===== config.mk =====
export PLATFORM = sky130hd
export DESIGN_NAME = pipe_mem_wb_stage
export DESIGN_NICKNAME = d
export VERILOG_FILES = /design/src/rtl/cpu_pkg.sv /design/src/rtl/pipe_mem_wb_reg.sv /design/src/rtl/pipe_mem_wb_stage.sv
export SDC_FILE = /design/constraint.sdc
export NUM_CORES = 1
export LEC_CHECK = 0
export ABC_CLOCK_PERIOD_IN_PS = 3100
export CAP_MARGIN = 30
export CORE_MARGIN = 3
export CORE_UTILIZATION = 44
export CTS_BUF_LIST = sky130_fd_sc_hd__clkbuf_8 sky130_fd_sc_hd__clkbuf_16
export CTS_CLUSTER_SIZE = 40
export DETAILED_ROUTE_END_ITERATION = 7
export GPL_TIMING_DRIVEN = 1
export PLACE_DENSITY = 0.87
export SLEW_MARGIN = 10
export SYNTH_ARGS = -nofsm -noshare
export SYNTH_HDL_FRONTEND = slang
export SYNTH_SLANG_ARGS = --single-unit

===== constraint.sdc =====
create_clock -name clk_i -period 3.1 [get_ports clk_i]
set_input_delay 0.31 -clock clk_i [delete_from_list [all_inputs] [get_ports clk_i]]
set_output_delay 0.31 -clock clk_i [all_outputs]
set_load 0.05 [all_outputs]

===== src/rtl/cpu_pkg.sv =====
// Shared CPU definitions: datapath widths, MEM-stage FSM encoding and address helper.
package cpu_pkg;

    localparam int unsigned XLEN   = 32;
    localparam int unsigned REG_AW = 5;

    typedef enum logic {
        StIdle = 1'b0,
        StBusy = 1'b1
    } mem_state_e;

    // Data memory is word-addressed; byte offset bits are dropped.
    function automatic logic [XLEN-1:0] word_addr(input logic [XLEN-1:0] addr);
        return {addr[XLEN-1:2], 2'b00};
    endfunction

endpackage


===== src/rtl/pipe_mem_wb_reg.sv =====
// MEM/WB pipeline register. Loads a new write-back when load_i is set, otherwise inserts a bubble.
module pipe_mem_wb_reg
    import cpu_pkg::*;
(
    input  logic              clk_i,
    input  logic              rst_i,
    input  logic              load_i,
    input  logic              reg_write_i,
    input  logic [REG_AW-1:0] rd_i,
    input  logic [XLEN-1:0]   wb_data_i,
    output logic              reg_write_o,
    output logic [REG_AW-1:0] rd_o,
    output logic [XLEN-1:0]   wb_data_o
);

    logic              reg_write_q;
    logic [REG_AW-1:0] rd_q;
    logic [XLEN-1:0]   wb_data_q;

    // A bubble only needs to kill the write enable; rd/data are don't-care then.
    always_ff @(posedge clk_i) begin
        if (!rst_i) begin
            reg_write_q <= 1'b0;
            rd_q        <= '0;
            wb_data_q   <= '0;
        end else if (load_i) begin
            reg_write_q <= reg_write_i;
            rd_q        <= rd_i;
            wb_data_q   <= wb_data_i;
        end else begin
            reg_write_q <= 1'b0;
        end
    end

    assign reg_write_o = reg_write_q;
    assign rd_o        = rd_q;
    assign wb_data_o   = wb_data_q;

endmodule


===== src/rtl/pipe_mem_wb_stage.sv =====
// MEM stage plus MEM/WB register: issues loads/stores on a req/ack port, stalls upstream
// until the access completes or times out, and registers the write-back result.
module pipe_mem_wb_stage
    import cpu_pkg::*;
#(
    parameter int unsigned TIMEOUT = 16,
    parameter int unsigned TO_W    = 5
) (
    input  logic              clk_i,
    input  logic              rst_i,
    input  logic [XLEN-1:0]   ALUout_i,
    input  logic [XLEN-1:0]   WD_i,
    input  logic [REG_AW-1:0] RD_i,
    input  logic              RegWrite_i,
    input  logic              MemtoReg_i,
    input  logic              MemRead_i,
    input  logic              MemWrite_i,
    output logic              stall_o,
    output logic              dmem_req_o,
    output logic              dmem_we_o,
    output logic [XLEN-1:0]   dmem_addr_o,
    output logic [XLEN-1:0]   dmem_wdata_o,
    input  logic              dmem_ack_i,
    input  logic [XLEN-1:0]   dmem_rdata_i,
    output logic              dmem_err_o,
    output logic              RegWrite_o,
    output logic [REG_AW-1:0] RD_o,
    output logic [XLEN-1:0]   WBdata_o
);

    mem_state_e      state_q, state_d;
    logic [TO_W-1:0] cnt_q;
    logic            req_q, we_q, err_q;
    logic [XLEN-1:0] addr_q, wdata_q;
    logic            mem_op, timeout;
    logic            wb_load;
    logic [XLEN-1:0] wb_data;

    assign mem_op  = MemRead_i | MemWrite_i;
    assign timeout = (cnt_q == TO_W'(TIMEOUT - 1));

    always_ff @(posedge clk_i) begin
        if (!rst_i) begin
            state_q <= StIdle;
        end else begin
            state_q <= state_d;
        end
    end

    always_comb begin
        state_d = state_q;
        unique case (state_q)
            StIdle: if (mem_op) state_d = StBusy;
            StBusy: if (dmem_ack_i || timeout) state_d = StIdle;
        endcase
    end

    // An aborted load writes back zero so the destination register is still defined.
    always_comb begin
        stall_o = 1'b0;
        wb_load = 1'b0;
        wb_data = ALUout_i;
        unique case (state_q)
            StIdle: begin
                if (mem_op) stall_o = 1'b1;
                else        wb_load = 1'b1;
            end
            StBusy: begin
                if (dmem_ack_i) begin
                    wb_load = 1'b1;
                    if (MemtoReg_i) wb_data = dmem_rdata_i;
                end else if (timeout) begin
                    wb_load = 1'b1;
                    if (MemtoReg_i) wb_data = '0;
                end else begin
                    stall_o = 1'b1;
                end
            end
        endcase
    end

    // Request side; a store wins when both MemRead and MemWrite are set.
    always_ff @(posedge clk_i) begin
        if (!rst_i) begin
            req_q   <= 1'b0;
            we_q    <= 1'b0;
            addr_q  <= '0;
            wdata_q <= '0;
            cnt_q   <= '0;
            err_q   <= 1'b0;
        end else if (state_q == StIdle) begin
            if (mem_op) begin
                req_q   <= 1'b1;
                we_q    <= MemWrite_i;
                addr_q  <= word_addr(ALUout_i);
                wdata_q <= WD_i;
                cnt_q   <= '0;
            end
        end else begin
            cnt_q <= cnt_q + 1'b1;
            if (dmem_ack_i || timeout) req_q <= 1'b0;
            if (!dmem_ack_i && timeout) err_q <= 1'b1;
        end
    end

    assign dmem_req_o   = req_q;
    assign dmem_we_o    = we_q;
    assign dmem_addr_o  = addr_q;
    assign dmem_wdata_o = wdata_q;
    assign dmem_err_o   = err_q;

    pipe_mem_wb_reg u_mem_wb_reg (
        .clk_i       (clk_i),
        .rst_i       (rst_i),
        .load_i      (wb_load),
        .reg_write_i (RegWrite_i),
        .rd_i        (RD_i),
        .wb_data_i   (wb_data),
        .reg_write_o (RegWrite_o),
        .rd_o        (RD_o),
        .wb_data_o   (WBdata_o)
    );

endmodule


==> out/metrics.cfg <==
[status]
status = finished, final reports clean

[clock_network]
cts_buffers = 9
cts.sinks = 109
postCtsHoldBufs = 0
cts.htree.levels = 3
clock_path_buffers = 2
cts-root-buf = clkbuf_8
clkLatencyLatePin_ns = 0.35
cts_tree = built
post_cts_buffers = 0
cts_resized = 0
cts.clk_slew.worst_paths_ns = 0.10

[cells_and_area]
post-route-util_pct = 71.6
nets = 779
area_growth_pct = 54.7
fillers = 701
drive_gt1_share_pct = 4.02
stdcell_count = 801

[sta]
relSlewSlack_pct = 53.4
post-route-min-period_ns = 2.95
max_freq_mhz = 339
hold_violations = 0
maxSlewViolCount = 0
setup_viol_count_final = 0
layout_setup_ws_ns = 0.146
period_share_pct = 95.3
clock_skew_ns = 0.0117
worstMarginPinSlew_ns = 0.697
grt_setup_unrepaired = false
setup_tns_ns = 0

[yosys]
synth.avg_cell_area_sq_um = 9.14
synth.distinct_cells = 33
synth_top_area_cell = dfxtp_1
synth_enable_flop_cells = 0
synth-seq-cells = 109
ys_top_cells_by_area = dfxtp_1 50%, a21boi_0 11%, nand2_1 11%
yosys-top-cells-count = 125 x nand2_1, 109 x dfxtp_1, 63 x a21boi_0
synth_ff_type = dfxtp_1
async_flop_share_pct = 0
synth.top_cell.area_share_pct = 50.1
synth_cells = 477
syn-cell-area_sq_um = 4360
ys_seq_area_share_pct = 50.1
yosysMostFrequentCell = nand2_1
yosys_warnings = 0

[worst_setup_path]
cp.required_ns = 2.79
crit_chain = ha_1 > and3_1 > ha_1 > or3b_1 > nand2_1 > clkdlybuf4s50_1
cp_slowest_cell = clkdlybuf4s50_1
crit_arrival_ns = 2.64
worst_path_most_repeated_cell = ha_1
critPathCaptureType = output port
path_class = reg2out
cp_max_fo = 4
r2r-start = cnt_q[0]
cp-start-kind = flip-flop
crit_path_max_incr_delay_ns = 0.82
worstReg2RegEnd = u_mem_wb_reg.rd_o[0]
cp_num_buf_inv = 1
crit_family = buffers and inverters
rrSetupSlack_ns = 0.72
rr_worst_depth = 8

[min_path]
min_path_cells = 2
hp-class = reg2reg
holdPathEnd = u_mem_wb_reg.wb_data_o[26]
hold_path_startpoint = u_mem_wb_reg.wb_data_o[26]

[die]
core_area_sq_um = 9420
num_rows = 35
start_util_pct = 46.3
die_x_microns = 106
ioPinCount = 214
die_area_sq_um = 11100
die_h_microns = 106

[power]
p_per_area_nw_per_um2 = 497
vdd_drop_max_mv = 0.309
p_leak_nw = 2.70

[placed_design]
place_ws_ns = 0.536
dp.final_hpwl_microns = 9710
gp_congestion = 0.779
placed_cells = 786
io_buffers = 211

[detailed_routing]
avgRoutedWirePerCell_microns = 16.2
viasPerCell = 5.05
dr.pass1.iters = 4
drt_wl_total_microns = 13000
drt_iter0_drc = 159
drc = 0
antenna_left = 0
vias = 4043

[global_route]
grt_pass1_wl_microns = 20800
grt_max_degree = 71
grt_use_total_pct = 22.9
antenna_found_initial = 0
grt_pass1_vias = 4280
grt_overflow = 0

[run]
max_cap_viol_count = 0

==> per-stage QoR <==
stage	power, mW	hold WS (ns)	cell area, sq um
floorplan	2.20	0.432	4360
global placement	2.59	0.441	6530
detailed placement	2.63	0.445	6580
CTS	3.37	0.461	6740
global route	3.49	0.480	6740
finish	3.35	0.462	6740
==> logic make-up after synthesis <==
group / share of synthesized area, %
AO/OA/AOI/OAI: 19.9
adder cells (fa/ha/maj): 0.861
buffers and inverters: 7.44
flip-flops: 50.1
multiplexers: 7.81
other: 0.0861
AND/OR/NAND/NOR: 13.8
==> how the worst max path moves through the flow <==
stage                     startpoint  endpoint  cells after the start
after global placement      cnt_q[0]   stall_o                      6
after detailed placement    cnt_q[0]   stall_o                      6
after global routing        cnt_q[0]   stall_o                      6
final                       cnt_q[0]   stall_o                      6
after floorplan             cnt_q[0]   stall_o                      5
after CTS                   cnt_q[0]   stall_o                      6
==> where the power goes <==
part / internal (mW) / total (mW) / switching, mW / leakage (nW)
clock: 0.305 / 0.759 / 0.454 / 0.0840
sequential: 1.51 / 1.57 / 0.0595 / 0.898
combinational: 0.403 / 1.02 / 0.620 / 1.72
total: 2.21 / 3.35 / 1.13 / 2.70
==> tightest hold or removal path, stage by stage, from the launching register on <==
cell and delay [ns]:
dfxtp_1 0.32, inv_1 0.05, o32ai_1 0.05
==> routing by layer <==
| metal | up-vias | wire, microns | global-route usage (%) |
|---|---|---|---|
| li1 | 1981 | - | - |
| met1 | 1926 | 5430 | 26.8 |
| met2 | 123 | 6590 | 41.6 |
| met3 | 13 | 828 | 6.12 |
| met4 | 0 | 144 | 5.18 |
| met5 | - | 0 | 0 |
==> area by class of cell <==
cell class                      count  area [sq um]  share of cell area, %
Antenna cell                        1          2.50                 0.0371
Clock buffer                       10           138                   2.04
Clock inverter                      4          26.3                  0.390
Inverter                           34           128                   1.89
Multi-Input combinational cell    295          1870                   27.8
Sequential cell                   109          2180                   32.4
Tap cell                          129           161                   2.39
Timing Repair Buffer              219          2230                   33.1
==> placed cells by master (no fill, tap or decap), types with 2 or more instances in the layout <==
| master | n |
|---|---|
| inv_1 | 33 |
| nor2b_1 | 6 |
| clkinv_2 | 2 |
| clkdlybuf4s50_1 | 210 |
| ha_1 | 3 |
| buf_12 | 3 |
| conb_1 | 2 |
| clkbuf_8 | 10 |
| and3_1 | 3 |
| o21ai_0 | 2 |
| buf_4 | 3 |
| and2_1 | 2 |
| a21boi_0 | 63 |
| o32ai_1 | 32 |
| nand2_1 | 125 |
| dfxtp_1 | 109 |
| a21oi_1 | 2 |
| o21a_1 | 3 |
| a22o_1 | 5 |
| mux2i_1 | 34 |
==> flip-flops by register name, indices dropped and copies added (netlist names) <==
name	count
u_mem_wb_reg.rd_o	5
dmem_err_o	1
dmem_req_o	1
u_mem_wb_reg.reg_write_o	1
dmem_wdata_o	32
u_mem_wb_reg.wb_data_o	32
state_q	1
dmem_addr_o	30
cnt_q	5
dmem_we_o	1
No activity file was read; power rests on OpenSTA's default activity.
==> patch 1: new RTL, config.mk and constraints unchanged <==
The package constant `REG_AW` goes from 5 to 6.
--- a/src/rtl/cpu_pkg.sv
+++ b/src/rtl/cpu_pkg.sv
@@ -3,5 +3,5 @@
 
     localparam int unsigned XLEN   = 32;
-    localparam int unsigned REG_AW = 5;
+    localparam int unsigned REG_AW = 6;
 
     typedef enum logic {
Interface: changed (resized RD_i and RD_o); port bits go from 214 to 216. The function was not compared with the original's and may differ.
==> patch 1 against the original RTL <==
  * Largest cell class is now flip-flops and latches
  * Routed wire length is 0.49% higher
  * Sequential cell count up 1
  * Cell count rose by 1.0%
  * Highest routed layer is now met5
  * Power rose by 6.3%
  * Synthesized cell count up 0.42%
  * Global-route usage down 0.89 points
  * Design area is 4.0% higher
  * Setup slack got worse by 0.040 ns
  * Area after synthesis is 5.9% higher
  * Critical path type unchanged
  * Largest power group unchanged
  * Die area is 5.6% higher
==> patch 1: results (changes against the original RTL) <==
fin_util: 0.701  # -0.0149
grt_first_pass_wirelength_um: 20600  # -0.89%
worstSkewPairLatency_ns: 0.37  # +0.02 ns
grt_util_met1: 0.259  # -0.00920
synthTopCellsByArea: "dfxtp_1 48%, o32ai_2 11%, a21boi_0 10%"
netlist_instances: 479  # +0.42%
antenna_found_initial: 1  # +1
p_leak_nw: 2.77  # +2.7%
yosysUniqueCellTypes: 34  # +3.0%
routabilityCongestion: 0.739  # -5.2%
ys_seq_area_frac: 0.477  # -0.0236
antennaDiodeCount: 0  # -1
routed-wl-met3_um: 1090  # +31%
drt-met1-wl_um: 5280  # -2.7%
wl_met2_um: 6470  # -1.8%
nFlopsAndLatches: 110  # +0.92%
power_frac_seq: 0.445  # -0.023
status: "finished clean"
bufAreaShareNonClock: 0.313  # -0.0184
multi_input_area_mm2: 0.00211  # +13%
synth_common_cells: "125 x nand2_1, 110 x dfxtp_1, 63 x a21boi_0"
top_layer_used: "met5"
drive_gt1_frac: 0.0888  # +0.0485
place_inst: 793  # +0.89%
hold_class: "in -> reg"
crit_arrival_ns: 2.68  # +0.04 ns
seq_area_mm2: 0.00220  # +0.92%
via_per_inst: 5.03  # -0.25%
wirelength_um: 13100  # +0.49%
-- patch 1: cell types whose count changed in the layout (fill, tap and decap cells not counted), moves of 3 or more --
cell	unedited run	this run
buf_4	3	6
inv_6	0	3
o32ai_1	32	2
o32ai_2	0	30
-- patch 1: kinds of logic after synthesis --
family | synth area share
AND/OR/NAND/NOR | 0.131
AO/OA/AOI/OAI | 0.239
flip-flops | 0.477
buffers and inverters | 0.0710
multiplexers | 0.0737
adder cells (fa/ha/maj) | 0.00813
other | 0.000812
-- patch 1: final timing paths --
kind / from / endpoint / slack [ns] / cells past startpoint
hold reg to reg: u_mem_wb_reg.wb_data_o[31] / u_mem_wb_reg.wb_data_o[31] / 0.46 / 2
setup reg to reg: cnt_q[0] / u_mem_wb_reg.wb_data_o[1] / 0.81 / 7
hold / removal: rst_i / state_q / 0.44 / 3
setup / recovery: cnt_q[0] / stall_o / 0.11 / 6
-- patch 1: worst min-delay path, cell delays in order --
cell and delay, ns:
buf_2 0.13, a21bo_1 0.21, inv_2 0.08
==> patch 2: new RTL, same settings <==
Made on the original files. Register the output `dmem_err_o` once more; this adds one clock of latency there. The other outputs are not delayed to match.
--- a/src/rtl/pipe_mem_wb_stage.sv
+++ b/src/rtl/pipe_mem_wb_stage.sv
@@ -108,5 +108,7 @@
     assign dmem_addr_o  = addr_q;
     assign dmem_wdata_o = wdata_q;
-    assign dmem_err_o   = err_q;
+    always_ff @(posedge clk_i) begin
+        dmem_err_o <= err_q;
+    end
 
     pipe_mem_wb_reg u_mem_wb_reg (
Check against the original RTL: no difference found for any inputs over 4 cycles, from zero or initial values and one cycle with rst_i low; that may be too few to reach the edited logic, so the function may still have changed.
==> patch 2 against the original RTL <==
  * Worst hold slack worse by 0.10 ns
  * Sequential cell count up 1
  * Die area up 0.44%
  * Global-route usage down 0.41 points
  * Setup slack worse by 0.0063 ns
  * Area after synthesis up 0.46%
  * Maximum frequency down 0.21%
  * Cell count up 0.50%
  * Routed wire length down 1.6%
  * Clock power up 3.7%
  * Power up 0.93%
  * Design area about the same
  * Critical endpoint unchanged
  * Largest cell class unchanged
==> patch 2: results (changes against the original RTL) <==
status: "finished clean"
grt_first_pass_wirelength_um: 20400  # -1.7%
routabilityCongestion: 0.787  # +1.1%
drt_iter0_markers: 142  # -11%
place_inst: 790  # +0.51%
netlist_instances: 478  # +0.21%
grt_pass1_vias: 4047  # -5.4%
antennaDiodeCount: 0  # -1
wl_per_cell_um: 15.9  # -2.1%
share_comb_of_total_power: 0.300  # -0.005
synthTopCellsByArea: "dfxtp_1 50%, a21boi_0 11%, nand2_1 11%"
crit_arrival_ns: 2.65  # about the same
switching_power_mw: 1.13  # about the same
via_per_inst: 5.08  # +0.56%
final_nets: 783  # +0.51%
synth-compound-area-share: 0.198  # -0.000910
synth_common_cells: "125 x nand2_1, 110 x dfxtp_1, 63 x a21boi_0"
place_hpwl_um: 9570  # -1.4%
place_area_mm2: 0.00657  # -0.11%
wl_met2_um: 6180  # -6.2%
stdcell_count: 805  # +0.50%
grt_util_met1: 0.260  # -0.00817
grt_usage: 0.225  # -0.00408
place_ws_ns: 0.527  # -0.00908 ns
routed-wl-met3_um: 1160  # +39%
switching_share: 0.336  # -0.00290
fin_util: 0.713  # -0.00318
patch 2: cell types whose count changed in the layout (fill, tap and decap cells not counted):
cell,unedited run,this run
buf_12,3,0
buf_16,1,0
buf_4,3,9
buf_8,1,2
clkbuf_8,10,11
clkinv_2,2,1
clkinv_4,1,0
clkinvlp_4,1,2
dfxtp_1,109,110
diode_2,1,0
inv_1,33,34
patch 2: area by class of cell:
| type | count | share of cell area |
|---|---|---|
| tap | 129 | 0.0239 |
| sequential | 110 | 0.327 |
| inverter | 34 | 0.0189 |
| multi-input combinational | 295 | 0.278 |
| timing repair buffer | 222 | 0.327 |
| clock buffer | 11 | 0.0225 |
| clock inverter | 4 | 0.00353 |
patch 2: path summary, 6_finish.rpt:
check,from,end,slack [ns],cells after the start
setup / recovery,cnt_q[0],stall_o,0.14,6
hold / removal,err_q,dmem_err_o,0.36,0
setup reg to reg,cnt_q[0],u_mem_wb_reg.wb_data_o[19],0.79,7
hold reg to reg,err_q,dmem_err_o,0.36,0
